$ cat src/rtl/video_stream_pkg.sv
// video_stream_pkg
// Shared types and helpers for the video stream source.
//   state_t     : transmitter FSM states (IDLE, RUN, DRAIN)
//   rgb_pixel_t : packed {r, g, b} pixel at PIX_W bits per channel
//   timing_t    : per-slot timing flags carried down the alignment pipe
//   calc_total  : line/frame total from active size and porch widths
package video_stream_pkg;

  typedef enum logic [1:0] {
    IDLE  = 2'd0,
    RUN   = 2'd1,
    DRAIN = 2'd2
  } state_t;

  localparam int PIX_W = 8;

  typedef struct packed {
    logic [PIX_W-1:0] r;
    logic [PIX_W-1:0] g;
    logic [PIX_W-1:0] b;
  } rgb_pixel_t;

  typedef struct packed {
    logic de;
    logic hsync;
    logic vsync;
    logic last;
  } timing_t;

  function automatic int calc_total(input int active, input int fp,
                                    input int sync, input int bp);
    return active + fp + sync + bp;
  endfunction

endpackage

$ cat src/rtl/video_timing_counter.sv
// video_timing_counter
// Horizontal/vertical slot counters with raster timing decode.
// Ports:
//   clk, rstn : clock, asynchronous active-low reset
//   clr       : synchronous return of both counters to slot (0,0)
//   en        : advance one slot per clock; decode outputs are 0 when low
//   bar       : colour-bar index of the current slot (only with
//               RGB_SRC_TEST_PATTERN_EN defined)
//   de, hsync, vsync : active-video and sync flags of the current slot
//   last      : current slot is the final slot of the frame
module video_timing_counter
  import video_stream_pkg::*;
#(
  parameter int H_ACTIVE = 320,
  parameter int H_FP     = 8,
  parameter int H_SYNC   = 16,
  parameter int H_BP     = 8,
  parameter int V_ACTIVE = 240,
  parameter int V_FP     = 2,
  parameter int V_SYNC   = 2,
  parameter int V_BP     = 2
) (
  input  logic       clk,
  input  logic       rstn,
  input  logic       clr,
  input  logic       en,
`ifdef RGB_SRC_TEST_PATTERN_EN
  output logic [2:0] bar,
`endif
  output logic       de,
  output logic       hsync,
  output logic       vsync,
  output logic       last
);

  localparam int H_TOTAL = calc_total(H_ACTIVE, H_FP, H_SYNC, H_BP);
  localparam int V_TOTAL = calc_total(V_ACTIVE, V_FP, V_SYNC, V_BP);
  localparam int HW      = $clog2(H_TOTAL);
  localparam int VW      = $clog2(V_TOTAL);

  logic [HW-1:0] h_cnt_reg;
  logic [VW-1:0] v_cnt_reg;
  int            h_i;
  int            v_i;
  logic          h_last;
  logic          v_last;

  assign h_i    = int'(h_cnt_reg);
  assign v_i    = int'(v_cnt_reg);
  assign h_last = (h_i == H_TOTAL - 1);
  assign v_last = (v_i == V_TOTAL - 1);

  always_ff @(posedge clk or negedge rstn) begin
    if (!rstn) begin
      h_cnt_reg <= '0;
      v_cnt_reg <= '0;
    end else if (clr) begin
      h_cnt_reg <= '0;
      v_cnt_reg <= '0;
    end else if (en) begin
      if (h_last) begin
        h_cnt_reg <= '0;
        v_cnt_reg <= v_last ? '0 : v_cnt_reg + VW'(1);
      end else begin
        h_cnt_reg <= h_cnt_reg + HW'(1);
      end
    end
  end

  // Flags are qualified by en so idle/drain cycles never look like slots.
  assign de    = en && (h_i < H_ACTIVE) && (v_i < V_ACTIVE);
  assign hsync = en && (h_i >= H_ACTIVE + H_FP) && (h_i < H_ACTIVE + H_FP + H_SYNC);
  assign vsync = en && (v_i >= V_ACTIVE + V_FP) && (v_i < V_ACTIVE + V_FP + V_SYNC);
  assign last  = en && h_last && v_last;

`ifdef RGB_SRC_TEST_PATTERN_EN
  // Eight equal-width bars across the active line; only meaningful while de.
  assign bar = 3'((h_i * 8) / H_ACTIVE);
`endif

endmodule

$ cat src/rtl/rgb_stream_source.sv
// rgb_stream_source
// Raster video transmitter: generates vsync/hsync/de, reads packed RGB
// pixels from a frame memory and drives per-channel pixel outputs.
// Optional build macro RGB_SRC_TEST_PATTERN_EN adds i_pattern, which
// replaces memory pixels by eight vertical colour bars for a whole frame.
// Ports:
//   clk, rstn       : clock, asynchronous active-low reset
//   i_start         : start request, honoured only when idle
//   i_continuous    : sampled at the last slot; 1 runs another frame
//   o_busy          : frame in progress or pipeline draining
//   o_frame_done    : pulse as the last slot of a frame leaves the outputs
//   o_rd_en/o_rd_addr/i_rd_data : frame memory read port ({R,G,B},
//                     data valid MEM_LAT clocks after o_rd_en)
//   o_vsync, o_hsync, o_de, o_r/g/b_data : output video stream
module rgb_stream_source
  import video_stream_pkg::*;
#(
  parameter int WIDTH    = 8,
  parameter int H_ACTIVE = 320,
  parameter int H_FP     = 8,
  parameter int H_SYNC   = 16,
  parameter int H_BP     = 8,
  parameter int V_ACTIVE = 240,
  parameter int V_FP     = 2,
  parameter int V_SYNC   = 2,
  parameter int V_BP     = 2,
  parameter int ADDR_W   = 17,
  parameter int MEM_LAT  = 1
) (
  input  logic               clk,
  input  logic               rstn,
  input  logic               i_start,
  input  logic               i_continuous,
`ifdef RGB_SRC_TEST_PATTERN_EN
  input  logic               i_pattern,
`endif
  output logic               o_busy,
  output logic               o_frame_done,
  output logic               o_rd_en,
  output logic [ADDR_W-1:0]  o_rd_addr,
  input  logic [3*WIDTH-1:0] i_rd_data,
  output logic               o_vsync,
  output logic               o_hsync,
  output logic               o_de,
  output logic [WIDTH-1:0]   o_r_data,
  output logic [WIDTH-1:0]   o_g_data,
  output logic [WIDTH-1:0]   o_b_data
);

  localparam int DW = (MEM_LAT + 1 > 1) ? $clog2(MEM_LAT + 1) : 1;

  state_t            state_reg;
  state_t            state_next;
  logic [DW-1:0]     drain_cnt_reg;
  logic [ADDR_W-1:0] rd_addr_reg;
  logic              run;
  logic              de_c;
  logic              hsync_c;
  logic              vsync_c;
  logic              last_c;
  timing_t           tm_c;
  timing_t           tm_sr_reg [MEM_LAT];
  timing_t           tm_d;

  assign run  = (state_reg == RUN);
  assign tm_c = {de_c, hsync_c, vsync_c, last_c};
  assign tm_d = tm_sr_reg[MEM_LAT-1];

`ifdef RGB_SRC_TEST_PATTERN_EN
  logic [2:0] bar_c;
  logic [2:0] bar_sr_reg [MEM_LAT];
  logic [2:0] bar_d;
  logic       pattern_reg;

  assign bar_d = bar_sr_reg[MEM_LAT-1];

  // Captured at every frame start (fresh start or seamless continuation).
  always_ff @(posedge clk or negedge rstn) begin
    if (!rstn) begin
      pattern_reg <= 1'b0;
    end else if ((state_reg == IDLE && i_start) || (run && last_c && i_continuous)) begin
      pattern_reg <= i_pattern;
    end
  end
`endif

  video_timing_counter #(
    .H_ACTIVE (H_ACTIVE),
    .H_FP     (H_FP),
    .H_SYNC   (H_SYNC),
    .H_BP     (H_BP),
    .V_ACTIVE (V_ACTIVE),
    .V_FP     (V_FP),
    .V_SYNC   (V_SYNC),
    .V_BP     (V_BP)
  ) u_timing (
    .clk   (clk),
    .rstn  (rstn),
    .clr   (state_reg == IDLE),
    .en    (run),
`ifdef RGB_SRC_TEST_PATTERN_EN
    .bar   (bar_c),
`endif
    .de    (de_c),
    .hsync (hsync_c),
    .vsync (vsync_c),
    .last  (last_c)
  );

  always_ff @(posedge clk or negedge rstn) begin
    if (!rstn) begin
      state_reg <= IDLE;
    end else begin
      state_reg <= state_next;
    end
  end

  always_comb begin
    state_next = state_reg;
    o_busy     = 1'b0;
    o_rd_en    = 1'b0;
    case (state_reg)
      IDLE: begin
        if (i_start) state_next = RUN;
      end
      RUN: begin
        o_busy = 1'b1;
`ifdef RGB_SRC_TEST_PATTERN_EN
        o_rd_en = de_c && !pattern_reg;
`else
        o_rd_en = de_c;
`endif
        if (last_c && !i_continuous) state_next = DRAIN;
      end
      DRAIN: begin
        o_busy = 1'b1;
        if (int'(drain_cnt_reg) == MEM_LAT) state_next = IDLE;
      end
      default: state_next = IDLE;
    endcase
  end

  // DRAIN lasts MEM_LAT+1 clocks: enough for the final slot to reach the outputs.
  always_ff @(posedge clk or negedge rstn) begin
    if (!rstn) begin
      drain_cnt_reg <= '0;
    end else if (state_reg == DRAIN) begin
      drain_cnt_reg <= drain_cnt_reg + DW'(1);
    end else begin
      drain_cnt_reg <= '0;
    end
  end

  // Address clears at the last slot so a continued frame starts at 0
  // and the port reads 0 once the source goes idle.
  always_ff @(posedge clk or negedge rstn) begin
    if (!rstn) begin
      rd_addr_reg <= '0;
    end else if (state_reg == IDLE || (run && last_c)) begin
      rd_addr_reg <= '0;
    end else if (run && de_c) begin
      rd_addr_reg <= rd_addr_reg + ADDR_W'(1);
    end
  end

  assign o_rd_addr = rd_addr_reg;

  // Timing flags wait MEM_LAT clocks so they line up with the read data.
  for (genvar gi = 0; gi < MEM_LAT; gi++) begin : g_align
    always_ff @(posedge clk or negedge rstn) begin
      if (!rstn) begin
        tm_sr_reg[gi] <= '0;
`ifdef RGB_SRC_TEST_PATTERN_EN
        bar_sr_reg[gi] <= '0;
`endif
      end else begin
        tm_sr_reg[gi] <= (gi == 0) ? tm_c : tm_sr_reg[(gi == 0) ? 0 : gi-1];
`ifdef RGB_SRC_TEST_PATTERN_EN
        bar_sr_reg[gi] <= (gi == 0) ? bar_c : bar_sr_reg[(gi == 0) ? 0 : gi-1];
`endif
      end
    end
  end

  always_ff @(posedge clk or negedge rstn) begin
    if (!rstn) begin
      o_de         <= 1'b0;
      o_hsync      <= 1'b0;
      o_vsync      <= 1'b0;
      o_frame_done <= 1'b0;
      o_r_data     <= '0;
      o_g_data     <= '0;
      o_b_data     <= '0;
    end else begin
      o_de         <= tm_d.de;
      o_hsync      <= tm_d.hsync;
      o_vsync      <= tm_d.vsync;
      o_frame_done <= tm_d.last;
      if (!tm_d.de) begin
        o_r_data <= '0;
        o_g_data <= '0;
        o_b_data <= '0;
      end
`ifdef RGB_SRC_TEST_PATTERN_EN
      else if (pattern_reg) begin
        o_r_data <= {WIDTH{bar_d[2]}};
        o_g_data <= {WIDTH{bar_d[1]}};
        o_b_data <= {WIDTH{bar_d[0]}};
      end
`endif
      else begin
        o_r_data <= i_rd_data[3*WIDTH-1 -: WIDTH];
        o_g_data <= i_rd_data[2*WIDTH-1 -: WIDTH];
        o_b_data <= i_rd_data[WIDTH-1 -: WIDTH];
      end
    end
  end

endmodule

$ cat config.mk
export PLATFORM = sky130hd
export DESIGN_NAME = rgb_stream_source
export DESIGN_NICKNAME = d
export VERILOG_FILES = /design/src/rtl/video_stream_pkg.sv /design/src/rtl/video_timing_counter.sv /design/src/rtl/rgb_stream_source.sv
export SDC_FILE = /design/constraint.sdc
export NUM_CORES = 1
export LEC_CHECK = 0
export CAP_MARGIN = 20
export CORE_ASPECT_RATIO = 0.8
export CORE_MARGIN = 2
export CORE_UTILIZATION = 42
export CTS_CLUSTER_DIAMETER = 60
export DETAILED_ROUTE_END_ITERATION = 6
export PLACE_DENSITY_LB_ADDON = 0.15
export SKIP_LAST_GASP = 1
export SYNTH_ARGS = -nofsm -noshare
export SYNTH_HDL_FRONTEND = slang
export SYNTH_SLANG_ARGS = --single-unit
$ cat constraint.sdc
create_clock -name clk -period 4.7 [get_ports clk]
set_clock_uncertainty 0.15 [all_clocks]
set_input_delay 0.47 -clock clk [delete_from_list [all_inputs] [get_ports clk]]
set_output_delay 0.47 -clock clk [all_outputs]
set_load 0.02 [all_outputs]
==> results of run 1 <==
[worst min path at each step]
stage | depth (start not counted) | endpoint | slack, ns | from
floorplan | 0 | drain_cnt_reg | 0.02 | rstn
global placement | 0 | o_frame_done | 0.18 | tm_d[0]
detailed placement | 0 | o_frame_done | 0.19 | tm_d[0]
CTS | 1 | o_g_data[7] | 0.15 | rstn
global route | 1 | o_g_data[5] | 0.18 | rstn
finish | 1 | o_g_data[5] | 0.11 | rstn
[per-stage QoR]
step                hold slack (ns)  cells
global placement             0.1839    439
detailed placement           0.1864    439
global route                 0.1811    454
floorplan                   0.02441    287
finish                       0.1128    454
CTS                          0.1471    454
[final cells by class]
class	count	area share, %
flip-flops and latches	69	42.31
multi-input cells	193	30.93
repair buffers	76	18.39
clock buffers	9	3.035
well taps	90	2.759
clock inverters	6	1.563
inverters	11	1.012
[power groups by stage]
stage	registers, mW	clock network, mW	logic, mW
floorplan	0.822	0	0.218
global placement	0.752	0	0.519
detailed placement	0.756	0	0.525
CTS	0.743	0.484	0.527
global route	0.756	0.511	0.568
finish	0.740	0.468	0.520
[per-layer routing]
layer	global-route usage [%]	share of wire, %	vias up	routed length [um]
met5	0	0	-	0
met4	5.753	0.75	0	51
met3	5.938	6.3	5	427
met2	25.44	42	85	2871
met1	25.32	51	1120	3426
li1	-	-	1168	-
[cells by family (layout without fill, tap and decap cells)]
kind of cell / after synthesis / after routing / share of synthesized area (%)
AO/OA/AOI/OAI: 48 / 48 / 9.673
flip-flops: 69 / 69 / 55.62
XOR/XNOR: 12 / 12 / 3.386
adder cells (fa/ha/maj): 8 / 8 / 3.225
buffers and inverters: 25 / 102 / 3.708
AND/OR/NAND/NOR: 123 / 123 / 23.74
multiplexers: 2 / 2 / 0.6449
[Yosys cell counts (2+ instances only)]
| cell | n | share of area [%] |
|---|---|---|
| xnor2_1 | 5 | 1.4 |
| and3_1 | 7 | 1.4 |
| or4_1 | 9 | 2.2 |
| dfrtp_1 | 69 | 56 |
| inv_1 | 11 | 1.3 |
| nand4bb_1 | 3 | 1.1 |
| ha_1 | 8 | 3.2 |
| o31ai_1 | 10 | 2.4 |
| nand3_1 | 8 | 1.3 |
| nor2_1 | 13 | 1.6 |
| mux2i_1 | 2 | 0.64 |
| or4_4 | 2 | 0.73 |
| nand4_1 | 11 | 2.2 |
| and4_1 | 2 | 0.56 |
| nor3_1 | 5 | 0.81 |
| nor4_1 | 5 | 1.0 |
| or3_1 | 7 | 1.4 |
| a21oi_2 | 2 | 0.56 |
| o21ai_0 | 7 | 1.1 |
| o21bai_1 | 2 | 0.48 |
| buf_4 | 2 | 0.48 |
| o21ai_1 | 3 | 0.48 |
| clkbuf_1 | 6 | 0.73 |
| and2_1 | 26 | 5.2 |
| xor2_1 | 7 | 2.0 |
| nand2_1 | 18 | 2.2 |
| o211ai_1 | 2 | 0.48 |
| buf_2 | 5 | 0.81 |
| a21oi_1 | 17 | 2.7 |
[worst max-delay path, stage by stage, from the launching register on]
cell             delay, ns
dfrtp_1               0.40
inv_1                 0.09
ha_1                  0.53
and3_1                0.33
clkdlybuf4s50_1       0.63
==> impl_metrics.json, run 1 <==
{
  "reg2reg_depth": 6,
  "tightest_slew_ns": 0.9298,
  "wl_per_cell_um": 14.93,
  "min_path_type": "input port to async pin",
  "ys.flop_type": "dfrtp_1",
  "clock_sinks": 69,
  "r2r_slack_ns": 2.16,
  "rr_endpoint": "u_timing.v_cnt_reg[7]",
  "power_density_nw_per_um2": 423.2,
  "power_frac_seq_pct": 42.8,
  "numPortBuffers": 74,
  "dieArea_um2": 8099,
  "n_antenna_cell": 0,
  "largest_reg_flops": 17,
  "start_kind": "flip-flop",
  "setup_ws_ns": 1.764,
  "grt.total_usage_pct": 17.74,
  "p_int_mw": 1.152,
  "mostFrequentLayoutCell": "clkdlybuf4s50_1",
  "end_kind": "output pin",
  "totalPowerFinal_mw": 1.727,
  "layout_common_cells": "73 x clkdlybuf4s50_1, 69 x dfrtp_1, 26 x and2_1",
  "gp_congestion": 0.7695,
  "p_leak_nw": 1.675,
  "firstDrtPassIters": 4,
  "required_ns": 4.08,
  "crit_fanout": 18,
  "row_count": 28,
  "arrival_ns": 2.32,
  "initialDrtViolationCount": 70,
  "post-route-util_pct": 56.01,
  "layout-drive-gt1-share_pct": 6.868,
  "synth.distinct_cells": 42,
  "timing.setup.tns_ns": 0,
  "wl_mm": 6.777,
  "ys_seq_elements": 69,
  "cp-startpoint": "state_reg[1]",
  "nets": 396,
  "drv_slew": 0,
  "rsz0062_at_grt": "no",
  "syn_nets": 323,
  "r2r-start": "state_reg[1]",
  "drcViolationCount": 0,
  "max_cap_violations": 0,
  "cts_buffer_depth": 2,
  "clock-root-buffer": "clkbuf_8",
  "tritoncts": "done",
  "regArea_um2": 1727,
  "cts_setup_buffers": 0,
  "synthArstFlopShare_pct": 100.0,
  "synth_seq_area_share_pct": 55.62,
  "fmax_mhz": 340.6,
  "multi_input_area_um2": 1262,
  "postCtsResizedCells": 0,
  "ys.warnings.count": 0,
  "fin_area_um2": 4081,
  "die_y_um": 80.90,
  "pre_cts_ws_ns": 2.128,
  "critPathKind": "flip-flop to output pin",
  "syn_to_final_growth_pct": 31.48,
  "initial_core_util_pct": 42.60,
  "antenna_found_initial": 0,
  "grt_max_degree": 43,
  "num_vias": 2378,
  "grt_pass1_wl_mm": 11.19,
  "syn_area_um2": 3104,
  "min_period_ns": 2.936,
  "cts_buffers": 9,
  "ant_nets": 0,
  "clk_latency_ns": 0.34,
  "synthCells": 287,
  "viasPerCell": 5.238,
  "fillers": 646,
  "p_comb_share_pct": 30.1,
  "place_area_um2": 3894,
  "final-setup-viol-count": 0,
  "synth_edf_count": 0,
  "grt_pass1_vias": 2287,
  "fin_crit_sh_pct": 62.46,
  "finalHoldViolCount": 0,
  "dp_hpwl_mm": 4.622,
  "io_pins": 75,
  "hold_buffers": 0,
  "peakVddDrop_mv": 0.2836,
  "die_x_um": 100.1,
  "clkTransAtPathRegs_ns": 0.07,
  "netSwitchingFraction_pct": 33.32,
  "clockPowerShare_pct": 27.1,
  "power.switching_mw": 0.5756,
  "cts.htree.levels": 3,
  "syn_avg_cell_area_um2": 10.82,
  "grt.overflow.total": 0,
  "status": "finished, final reports clean",
  "critPathCapture": "o_rd_en",
  "core-area_um2": 7287,
  "max_slew_margin_pct": 38.02
}
Note: power is estimated with default switching activity, not from simulation.
==> inputs of run 2 (changes only) <==
==> constraint.sdc (replaced) <==
create_clock -name clk -period 2.9 [get_ports clk]
set_clock_uncertainty 0.15 [all_clocks]
set_input_delay 0.29 -clock clk [delete_from_list [all_inputs] [get_ports clk]]
set_output_delay 0.29 -clock clk [all_outputs]
set_load 0.02 [all_outputs]
==> impl_metrics.json, run 2 (synthesized netlist as in run 1, its figures left out) <==
{
  "path_cells": "inv_1 > ha_1 > and3_1 > clkdlybuf4s50_1",
  "viasPerCell": 5.270,
  "clockPowerShare_pct": 28.0,
  "initial_core_util_pct": 42.60,
  "dpl.cell_count": 442,
  "rsz0062_at_grt": "no",
  "timing.setup.tns_ns": 0,
  "arrival_ns": 2.20,
  "finalHoldViolCount": 0,
  "drcViolationCount": 0,
  "peakVddDrop_mv": 0.6801,
  "cts_buffer_depth": 2,
  "final-setup-viol-count": 0,
  "row_count": 28,
  "die_y_um": 80.90,
  "wl_mm": 6.598,
  "layout-drive-gt1-share_pct": 7.859,
  "clock-root-buffer": "clkbuf_8",
  "min_period_ns": 2.642,
  "clkTransAtPathRegs_ns": 0.08,
  "holdCritStartpoint": "tm_d[0]",
  "syn_to_final_growth_pct": 33.58,
  "hold_buffers": 1,
  "p_int_mw": 1.917,
  "crit_fanout": 13,
  "grt.total_usage_pct": 17.74,
  "num_vias": 2419,
  "cp-startpoint": "state_reg[1]",
  "p_comb_share_pct": 30.1,
  "dieArea_um2": 8099,
  "grt_max_degree": 45,
  "numPortBuffers": 74,
  "r2r-start": "state_reg[1]",
  "cpMaxStageDelayCell": "clkdlybuf4s50_1",
  "p_leak_nw": 1.701,
  "antenna_found_initial": 0,
  "fin_area_um2": 4146,
  "max_cap_violations": 0,
  "cts_buffers": 9,
  "tritoncts": "done",
  "initialDrtViolationCount": 162,
  "wl_per_cell_um": 14.37,
  "cts_setup_buffers": 0,
  "final_cells": 459,
  "postCtsResizedCells": 0,
  "status": "finished, final reports clean",
  "clk_latency_ns": 0.34,
  "fmax_mhz": 378.5,
  "end_kind": "output pin",
  "power_frac_seq_pct": 41.9,
  "layout_common_cells": "73 x clkdlybuf4s50_1, 69 x dfrtp_1, 26 x and2_1",
  "io_pins": 75,
  "start_kind": "flip-flop",
  "gp_congestion": 0.8556,
  "max_slew_margin_pct": 59.51,
  "clock_sinks": 69,
  "cts.htree.levels": 3,
  "n_antenna_cell": 0,
  "ant_nets": 0,
  "fin_crit_sh_pct": 91.10,
  "firstDrtPassIters": 5,
  "tightest_slew_ns": 0.6073,
  "drv_slew": 0,
  "core-area_um2": 7287,
  "post-route-util_pct": 56.90,
  "nets": 400,
  "place_area_um2": 3929,
  "mostFrequentLayoutCell": "clkdlybuf4s50_1",
  "netSwitchingFraction_pct": 33.15,
  "power.switching_mw": 0.9505,
  "power_density_nw_per_um2": 691.5,
  "critPathKind": "flip-flop to output pin",
  "grt_pass1_wl_mm": 11.12,
  "grt.overflow.total": 0,
  "dp_hpwl_mm": 4.560,
  "die_x_um": 100.1,
  "grt_pass1_vias": 2277,
  "required_ns": 2.46,
  "slowest_delay_ns": 0.64,
  "min_path_type": "flip-flop to flip-flop",
  "largest_reg_flops": 17
}
==> run 2: cell count changes in the layout (fill, tap and decap cells not counted) <==
| cell | delta |
|---|---|
| buf_4 | +2 |
| clkinv_2 | -2 |
| buf_12 | +1 |
| clkbuf_8 | +1 |
| clkinv_4 | +1 |
| clkinvlp_4 | +1 |
| dlygate4sd3_1 | +1 |
==> run 2: through the flow <==
stage               power, mW  worst slack [ns]  hold slack, ns
floorplan               1.684            0.9906         -0.1556
global placement        2.081            0.6114          0.1831
detailed placement      2.096            0.5184          0.1872
CTS                     2.912            0.2413          0.1971
global route            3.043            0.1181          0.1966
finish                  2.867            0.2581          0.1970
==> run 2: power groups by stage <==
stage          clock [mW]  combinational (mW)  sequential (mW)
2_1_floorplan           0               0.353             1.33
3_3_place_gp            0               0.863             1.22
3_5_place_dp            0               0.870             1.23
4_1_cts             0.830               0.874             1.21
5_1_grt             0.872               0.943             1.23
6_report            0.803               0.863             1.20
==> run 2: final timing paths <==
check	end	slack [ns]	depth (start not counted)
max	o_rd_en	0.26	4
max reg2reg	o_rd_addr[10]	0.52	6
min in group asynchronous	o_g_data[5]	0.33	2
min reg2reg	o_frame_done	0.20	0
min	o_frame_done	0.20	0
max in group asynchronous	o_rd_addr[14]	1.62	3
==> run 2: worst max-delay path: cells and delay by family (launching register included) <==
| kind | cells | cell delay (ns) |
|---|---|---|
| and+or+nand+nor | 1 | 0.32 |
| adders and majority gates | 1 | 0.43 |
| buffers and inverters | 2 | 0.73 |
| DFF | 1 | 0.40 |
==> run 2: routing by layer <==
layer	GRT usage, %	share of wire (%)	wire [um]	vias to the layer above
met2	24.36	41	2679	76
met5	0	0	0	-
met4	6.027	1.4	95	0
met1	26.74	51	3397	1159
li1	-	-	-	1175
met3	5.077	6.4	425	9
==> run 2: cell type report <==
cell class              instances  area [um2]
flip-flops and latches         69        1727
fillers                       629        3141
multi-input cells             193        1262
inverters                      11       41.29
clock inverters                 6       70.07
clock buffers                  10       137.6
repair buffers                 80       795.8
well taps                      90       112.6
==> edit (config.mk and constraints of run 2) <==
`H_FP` is set to 8 in 2 places; all go to 4.
--- a/src/rtl/video_timing_counter.sv
+++ b/src/rtl/video_timing_counter.sv
@@ -13,5 +13,5 @@
 #(
   parameter int H_ACTIVE = 320,
-  parameter int H_FP     = 8,
+  parameter int H_FP     = 4,
   parameter int H_SYNC   = 16,
   parameter int H_BP     = 8,
--- a/src/rtl/rgb_stream_source.sv
+++ b/src/rtl/rgb_stream_source.sv
@@ -18,5 +18,5 @@
   parameter int WIDTH    = 8,
   parameter int H_ACTIVE = 320,
-  parameter int H_FP     = 8,
+  parameter int H_FP     = 4,
   parameter int H_SYNC   = 16,
   parameter int H_BP     = 8,
Check against the original RTL: no difference found for any inputs over 10 cycles, from zero or initial values and one cycle with rstn low; that may be too few to reach the edited logic, so the function may still have changed.
==> edit against run 2 <==
- total power increased by 0.64%
- synthesized area is 1.9% lower
- largest power group unchanged
- design area shrank 1.0%
- critical path type unchanged
- via count down 3.8%
- setup slack improved by 170 ps
- sequential cell count did not move
- sequential power barely moved
- wire length grew 1.1%
- synthesized cell count is 2.1% lower
- largest cell class unchanged
- non-clock buffer count is 1 higher
- sequential share of layout area increased by 0.42 points
==> edit: results (changes against run 2) <==
- Status: complete, no violations
- Worst-Skew Late Latency: about 330 ps
- Leakage Power: 1.72 nW (+1.1%)
- Layout fillers: 573 (-8.9%)
- Worst EP arrival: 2030 ps (-170 ps)
- CTS resizes: 0 (unchanged)
- Non-clock buffer share of cell area: 19.3% (+0.071 points)
- Final WL: 6670 um (+1.1%)
- First-pass detailed-route iteration total: 4 (-1)
- Die area: 7950 um^2 (-1.8%)
- Synth Net Count: 316 (-2.2%)
- Multi-input gate area: 1250 um^2 (-1.3%)
- Root buf cell: clkbuf_8
- Worst hold path type: flip-flop to flip-flop
- Maximum number of pins on one net before global-route repair: 34 (-24%)
- Synth cell types: 43 (+2.4%)
- Seq/Total Area, Yosys: 56.7% (+1.1 points)
- ANT cells: 0 (unchanged)
- FFs & Latches: 69 (unchanged)
- VDD IR max: 340 uV (-50%)
- P_int: 0.00198 W (+3.1%)
- Comb group: 0.000853 W (-1%)
- P_clk: 0.000835 W (+4.0%)
- Gpl congestion: 0.795 (-7.1%)
- Hpwl dp: 4780 um (+4.9%)
- DR vias/cell: 5.14 (-2.5%)
- Clock buffer cells: 10 (unchanged)
- Final clock-cell share: 5.21% (+0.20 points)
- DRT iter0 DRCs: 103 (-36%)
- Inverters: 5 (-6)
- GRT Total Usage: 18.3% (+0.51 points)
- #MultiIn Comb: 195 (+1.0%)
- Area contributors post-synth: dfrtp_1, and2_1, xnor2_1
- CP max stage delay: 660 ps (+20 ps)
- Vias in the first global route: 2291 (+0.61%)
- Crit-path max FO: 5 (-8)
- First-pass GRT wire length: 11400 um (+2.3%)
- Relative slew slack: 53.3% (-6.2 points)
-- edit: changes by cell type in the layout (fill, tap and decap cells not counted), moves of 3 or more --
cell and change:
o21ai_1 -3, nand4bb_1 -3, nor2_1 +19, or3_1 -4
nor3_1 +10, inv_1 -6, nand2_1 -3, a21oi_1 -7
or4_1 -8, and3_1 -4, o31ai_1 -9, xnor2_1 +10
-- edit: final timing paths --
check / slack [ps] / end / startpoint / cells past startpoint
worst max-delay path: 430 / o_rd_en / u_timing.h_cnt_reg[6] / 3
worst min-delay path: 200 / o_vsync / tm_d[1] / 0
min in group asynchronous: 390 / o_r_data[5] / rstn / 2
worst min register to register: 200 / o_vsync / tm_d[1] / 0
max in group asynchronous: 1430 / u_timing.v_cnt_reg[7] / rstn / 3
worst max register to register: 750 / o_rd_addr[13] / state_reg[1] / 8
-- edit: logic make-up after synthesis --
group | share of synthesized area, %
XOR/XNOR | 6.61
AND/OR/NAND/NOR | 24.6
adder cells (fa/ha/maj) | 2.88
flip-flops | 56.7
multiplexers | 1.03
AO/OA/AOI/OAI | 5.79
buffers and inverters | 2.38
-- edit: through the flow --
stage | area, um^2 | setup slack (ps) | total power, W | hold WS [ps] | instances
global route | 4110 | 342 | 0.00306 | 212 | 453
CTS | 4110 | 406 | 0.00294 | 206 | 453
finish | 4110 | 430 | 0.00289 | 201 | 453
floorplan | 3050 | 996 | 0.00167 | -156 | 281
global placement | 3880 | 812 | 0.00207 | 182 | 436
detailed placement | 3880 | 772 | 0.00208 | 191 | 436
-- edit: routing by layer --
metal	vias to the layer above	wire length, um	global-route usage (%)
met5	-	0	0
met4	0	27	5.89
met3	2	418	5.57
met2	84	2870	26.7
met1	1111	3360	26.0
li1	1130	-	-
